**src/rtl/cpu_pkg.sv**
```systemverilog
// rtl/cpu_pkg.sv - shared pipeline-control types: hazard FSM states and forward-select codes
package cpu_pkg;

    typedef enum logic [1:0] {
        RUN      = 2'd0,
        MEM_WAIT = 2'd1,
        MD_BUSY  = 2'd2
    } state_t;

    typedef logic [1:0] fwd_sel_t;

    localparam fwd_sel_t FWD_RF = 2'b00;
    localparam fwd_sel_t FWD_W  = 2'b01;
    localparam fwd_sel_t FWD_M  = 2'b10;

    // Register 0 is hard-wired, so a write to it never forwards; M is younger than W and wins.
    function automatic fwd_sel_t ex_fwd_sel(
        input logic       reg_write_m,
        input logic [4:0] write_reg_m,
        input logic       reg_write_w,
        input logic [4:0] write_reg_w,
        input logic [4:0] src
    );
        if (reg_write_m && (write_reg_m != 5'd0) && (write_reg_m == src))
            return FWD_M;
        else if (reg_write_w && (write_reg_w != 5'd0) && (write_reg_w == src))
            return FWD_W;
        else
            return FWD_RF;
    endfunction

endpackage

```
**src/rtl/hazard_detect.sv**
```systemverilog
// rtl/hazard_detect.sv - combinational operand forwarding and load-use / branch hazard detection
module hazard_detect
    import cpu_pkg::*;
(
    input  logic [4:0] rs_d,
    input  logic [4:0] rt_d,
    input  logic [4:0] rs_e,
    input  logic [4:0] rt_e,
    input  logic [4:0] write_reg_e,
    input  logic [4:0] write_reg_m,
    input  logic [4:0] write_reg_w,
    input  logic       reg_write_e,
    input  logic       reg_write_m,
    input  logic       reg_write_w,
    input  logic       mem_to_reg_e,
    input  logic       mem_to_reg_m,
    input  logic       branch_d,
    output fwd_sel_t   forward_a_e,
    output fwd_sel_t   forward_b_e,
    output logic       forward_a_d,
    output logic       forward_b_d,
    output logic       lw_stall,
    output logic       br_stall
);

    logic m_valid;
    logic e_hits_d;
    logic m_hits_d;

    assign m_valid = reg_write_m && (write_reg_m != 5'd0);

    assign forward_a_e = ex_fwd_sel(reg_write_m, write_reg_m, reg_write_w, write_reg_w, rs_e);
    assign forward_b_e = ex_fwd_sel(reg_write_m, write_reg_m, reg_write_w, write_reg_w, rt_e);

    assign forward_a_d = m_valid && (write_reg_m == rs_d);
    assign forward_b_d = m_valid && (write_reg_m == rt_d);

    assign lw_stall = mem_to_reg_e && ((rt_e == rs_d) || (rt_e == rt_d));

    // Branch compares in D, so it must wait for an ALU result still in E or a load still in M.
    assign e_hits_d = reg_write_e  && ((write_reg_e == rs_d) || (write_reg_e == rt_d));
    assign m_hits_d = mem_to_reg_m && ((write_reg_m == rs_d) || (write_reg_m == rt_d));
    assign br_stall = branch_d && (e_hits_d || m_hits_d);

endmodule

```
**src/rtl/hazard_ctrl.sv**
```systemverilog
// rtl/hazard_ctrl.sv - pipeline stall/flush controller with memory-wait and multiply/divide busy FSM
module hazard_ctrl
    import cpu_pkg::*;
#(
    parameter int MD_LATENCY = 32
) (
    input  logic        clk,
    input  logic        reset,
    input  logic [4:0]  rs_d,
    input  logic [4:0]  rt_d,
    input  logic [4:0]  rs_e,
    input  logic [4:0]  rt_e,
    input  logic [4:0]  write_reg_e,
    input  logic [4:0]  write_reg_m,
    input  logic [4:0]  write_reg_w,
    input  logic        reg_write_e,
    input  logic        reg_write_m,
    input  logic        reg_write_w,
    input  logic        mem_to_reg_e,
    input  logic        mem_to_reg_m,
    input  logic        branch_d,
    input  logic        pc_src_d,
    input  logic        jump_d,
    input  logic        mem_req_m,
    input  logic        mem_ready,
    input  logic        md_start_e,
    output logic        stall_f,
    output logic        stall_d,
    output logic        stall_e,
    output logic        stall_m,
    output logic        flush_d,
    output logic        flush_e,
    output logic        flush_w,
    output logic [1:0]  forward_a_e,
    output logic [1:0]  forward_b_e,
    output logic        forward_a_d,
    output logic        forward_b_d,
    output logic [31:0] stall_cycles
);

    localparam int CW = (MD_LATENCY > 1) ? $clog2(MD_LATENCY) : 1;
    localparam logic [CW-1:0] MD_LOAD = CW'(MD_LATENCY - 1);

    state_t        state;
    state_t        state_next;
    logic [CW-1:0] md_cnt;
    logic [CW-1:0] md_cnt_next;
    logic          lw_stall;
    logic          br_stall;
    logic          mem_miss;
    logic          mem_hold;
    logic          md_accept;

    hazard_detect u_detect (
        .rs_d         (rs_d),
        .rt_d         (rt_d),
        .rs_e         (rs_e),
        .rt_e         (rt_e),
        .write_reg_e  (write_reg_e),
        .write_reg_m  (write_reg_m),
        .write_reg_w  (write_reg_w),
        .reg_write_e  (reg_write_e),
        .reg_write_m  (reg_write_m),
        .reg_write_w  (reg_write_w),
        .mem_to_reg_e (mem_to_reg_e),
        .mem_to_reg_m (mem_to_reg_m),
        .branch_d     (branch_d),
        .forward_a_e  (forward_a_e),
        .forward_b_e  (forward_b_e),
        .forward_a_d  (forward_a_d),
        .forward_b_d  (forward_b_d),
        .lw_stall     (lw_stall),
        .br_stall     (br_stall)
    );

    assign mem_miss  = mem_req_m && !mem_ready;
    // A pending miss freezes the whole pipe from its first cycle, before the FSM has moved.
    assign mem_hold  = (state == MEM_WAIT) || mem_miss;
    assign md_accept = (state == RUN) && md_start_e && !mem_miss;

    always_ff @(posedge clk or posedge reset) begin
        if (reset) begin
            state  <= RUN;
            md_cnt <= '0;
        end else begin
            state  <= state_next;
            md_cnt <= md_cnt_next;
        end
    end

    always_comb begin
        state_next = state;
        case (state)
            RUN: begin
                if (mem_miss)
                    state_next = MEM_WAIT;
                else if (md_start_e)
                    state_next = MD_BUSY;
            end
            MEM_WAIT: begin
                if (mem_ready)
                    state_next = (md_cnt != '0) ? MD_BUSY : RUN;
            end
            MD_BUSY: begin
                if (mem_miss)
                    state_next = MEM_WAIT;
                else if (md_cnt == '0)
                    state_next = RUN;
            end
            default: state_next = RUN;
        endcase
    end

    // The divider keeps running through memory waits, so the count never pauses, only saturates.
    always_comb begin
        md_cnt_next = md_cnt;
        if (md_accept)
            md_cnt_next = MD_LOAD;
        else if (md_cnt != '0)
            md_cnt_next = md_cnt - CW'(1);
    end

    always_comb begin
        stall_f = 1'b0;
        stall_d = 1'b0;
        stall_e = 1'b0;
        stall_m = 1'b0;
        flush_d = 1'b0;
        flush_e = 1'b0;
        flush_w = 1'b0;
        if (!reset) begin
            if (mem_hold) begin
                stall_f = 1'b1;
                stall_d = 1'b1;
                stall_e = 1'b1;
                stall_m = 1'b1;
                flush_w = 1'b1;
            end else if (state == MD_BUSY) begin
                stall_f = 1'b1;
                stall_d = 1'b1;
                stall_e = 1'b1;
            end else begin
                stall_f = lw_stall || br_stall;
                stall_d = lw_stall || br_stall;
                flush_e = lw_stall || br_stall;
            end
            flush_d = (pc_src_d || jump_d) && !stall_d;
        end
    end

    always_ff @(posedge clk or posedge reset) begin
        if (reset)
            stall_cycles <= '0;
        else if (stall_f)
            stall_cycles <= stall_cycles + 32'd1;
    end

endmodule

```
**config.mk**
```make
export PLATFORM = sky130hd
export DESIGN_NAME = hazard_ctrl
export DESIGN_NICKNAME = d
export VERILOG_FILES = /design/src/rtl/cpu_pkg.sv /design/src/rtl/hazard_detect.sv /design/src/rtl/hazard_ctrl.sv
export SDC_FILE = /design/constraint.sdc
export NUM_CORES = 1
export LEC_CHECK = 0
export BUFFER_PORTS_ARGS = -buffer_cell sky130_fd_sc_hd__buf_2
export CORE_ASPECT_RATIO = 0.7
export CORE_MARGIN = 8
export CORE_UTILIZATION = 45
export DETAILED_ROUTE_END_ITERATION = 10
export PLACE_DENSITY = 0.85
export RECOVER_POWER = 100
export SYNTH_ARGS = -nofsm -noshare
export SYNTH_HDL_FRONTEND = slang
export SYNTH_SLANG_ARGS = --single-unit
```
**constraint.sdc**
```tcl
create_clock -name clk -period 2.2 [get_ports clk]
set_clock_uncertainty 0.1 [all_clocks]
set_input_delay 0.22 -clock clk [delete_from_list [all_inputs] [get_ports clk]]
set_output_delay 0.22 -clock clk [all_outputs]
set_load 0.005 [all_outputs]
```
==> summary.md <==
| Metric | Value |
|---|---|
| Status | completed |
| Yosys top cell area share | 0.381 |
| Via count | 2355 |
| Layout cell share with drive strength beyond 1 | 0.214 |
| Worst-path fanout max | 5 |
| Effective utilization at floorplan | 0.456 |
| First-pass GRT wire length | 11700 um |
| CTS tree | done |
| Synth cell types | 38 |
| Post-Route Setup TNS | 0 ns |
| Critical path data arrival time | 1.81 ns |
| RSZ-0062 raised after global routing | false |
| Final Cell Area | 3120 sq um |
| CP Launch Type | primary input |
| Final hold viol count | 0 |
| I/O pin total | 93 |
| Worst min path class | in -> reg |
| Final WL | 7250 um |
| Worst-Skew Late Latency | 0.29 ns |
| Worst R2R Path Depth | 7 |
| Pin count of the biggest net entering global routing | 40 |
| Gr ovfl total | 0 |
| Ranking of synthesized cells by area | dfrtp_1 (38%), xnor2_1 (21%), xor2_1 (7.2%) |
| Via count of the first global-routing pass | 2322 |
| Crit Path Class | in -> out |
| GRT Total Usage | 0.171 |
| Worst Slack Setup Final | 0.0682 ns |
| Final setup viols | 0 |
| VDD IR max | 0.462 mV |
| Final worst path period need | 2.13 ns |
| Core area | 5610 sq um |
| ANT nets after route | 0 |
| Area after DPL | 3080 sq um |
| Die area | 8400 sq um |
| Worst Path Required | 1.88 ns |
| Min-Delay Path Depth | 3 |
| Most common cell after layout, fill and taps aside | xnor2_1 |
| Initial DRC count | 203 |
| Clock Sinks | 39 |
| Die H | 79.1 um |
| Cell area power density | 647 nW/um^2 |
| GPL Wtd Cong | 0.931 |
| Hpwl dp | 5870 um |
| Critical R2R Launch | stall_cycles[3] |
| Antenna fix cells | 0 |
| Largest area contributor in the synthesized netlist | dfrtp_1 |
| R2r setup slk | 0.17 ns |
| Min Hold Slack | 0.0915 ns |
| Max-cap violation count | 0 |
| Final Max Tran Viols | 0 |
| Layout area overhead | 21.6% |
| Most used DFF post-synth | dfrtp_1 |
| Die W | 106 um |
| Post-CTS Setup Bufs | 0 |
| Yosys reg bits | 39 |
| Post-Syn Nets | 322 |
| Mean post-synth cell area | 9.42 sq um |
| CP endpoint kind | output port |
| Final nets | 414 |
| Async set-reset flop share out of synthesis | 1.00 |
| Antenna violations before repair | 0 |
| Cell leakage power | 1.39 nW |
| Commonest cells after routing, fill and taps aside | xnor2_1 (61), buf_2 (59), dfrtp_1 (39), clkbuf_1 (32), nand3_1 (28) |
| Pre-CTS WS | 0.0379 ns |
| Wire per inst | 16.5 um |
| Ys Warns | 0 |
| Worst slew margin relative to its limit | 0.375 |
| F_max | 469 MHz |
| Drc violations | 0 |
| Register area share after synthesis | 0.381 |
| Buffers added on ports | 92 |
| Htree depth | 2 |
| CTS max path bufs | 2 |
| Hold path startpoint | mem_req_m |
| Hold EP | state[0] |
| CTS clk-pin slew, worst paths | 0.07 ns |
| Worst-margin pin slew | 0.937 ns |
| Total CTS buffers | 5 |
| RR Endpoint | stall_cycles[15] |
| Synth Instances | 272 |
| FP Rows | 23 |
| Crit share post-route | 0.969 |
| Post-Syn Area | 2560 sq um |
| Post-synth EDFFs | 0 |
| Clk root buf | clkbuf_8 |
| DR pass1 iterations | 5 |
| Vias per cell | 5.36 |
-- where the power goes --
group / internal [mW] / switching, mW / leakage (nW)
combinational: 0.276 / 0.350 / 0.823
sequential: 0.817 / 0.0857 / 0.515
clock: 0.246 / 0.241 / 0.0470
-- how the worst max path moves through the flow --
stage,startpoint,to,slack (ns),cells past startpoint
after floorplan,stall_cycles[2],stall_cycles[14],0.20,9
after global placement,write_reg_m[0],forward_b_e[0],0.08,6
after detailed placement,write_reg_m[0],forward_a_e[0],0.04,6
after CTS,state[0],stall_f,0.01,7
after global routing,write_reg_m[0],forward_b_e[0],0.008,6
final,write_reg_m[0],forward_b_e[0],0.07,6
-- final cells by class --
class	instances	area, sq um
fillers	534	2500
multi-input cells	214	1470
flip-flops and latches	39	976
repair buffers	98	470
well taps	75	93.8
clock buffers	6	82.6
inverters	6	22.5
clock inverters	1	5.00
-- worst max-delay path, cell delays in order --
cell      delay [ns]
buf_2           0.14
or4_1           0.60
o21ai_2         0.23
nor4_1          0.10
nor4_1          0.35
clkbuf_1        0.16
-- cells in the mapped netlist (2+ instances only) --
master,instances
or4_1,4
nand4_1,9
a21oi_1,4
nor2b_1,2
nor4_1,7
nand4_2,2
o22ai_1,2
and3_1,14
nor2_1,11
and3_4,2
xnor2_1,61
and2_1,4
buf_4,2
o21ai_0,4
nand3_1,28
ha_1,2
nand2_1,20
xor2_1,21
nor3_1,4
inv_1,6
dfrtp_1,39
buf_2,8
-- metrics by stage --
| stage | power, mW | instances | util |
|---|---|---|---|
| after global routing | 2.14 | 439 | 0.555 |
| after global placement | 1.51 | 431 | 0.549 |
| after floorplan | 1.28 | 272 | - |
| final | 2.01 | 439 | 0.555 |
| after CTS | 2.04 | 439 | 0.566 |
| after detailed placement | 1.55 | 431 | 0.549 |
-- logic make-up after synthesis --
logic type,Yosys count,share of synthesized area
buffers and inverters,19,0.0420
adder cells (fa/ha/maj),2,0.00977
AND/OR/NAND/NOR,113,0.243
AO/OA/AOI/OAI,16,0.0391
XOR/XNOR,82,0.280
multiplexers,1,0.00440
flip-flops,39,0.381
-- registers in the layout, indices dropped and copies added, names as in the netlist --
| name | cells |
|---|---|
| stall_cycles | 32 |
| md_cnt | 5 |
| state | 2 |
-- what timing repair did --
item,4_1_cts,5_1_grt
endpoints found under the hold margin,1,0
endpoints found under the setup margin,0,4
hold buffers,1,0
resized for setup,0,4
-- per-layer routing --
metal / vias up / global-route usage / wire [um]
met5: - / 0 / 0
met4: 0 / 0.0615 / 124
met3: 11 / 0.0445 / 510
met2: 99 / 0.268 / 3460
met1: 1134 / 0.224 / 3160
li1: 1111 / - / -
Note: power is estimated with default switching activity, not from simulation.
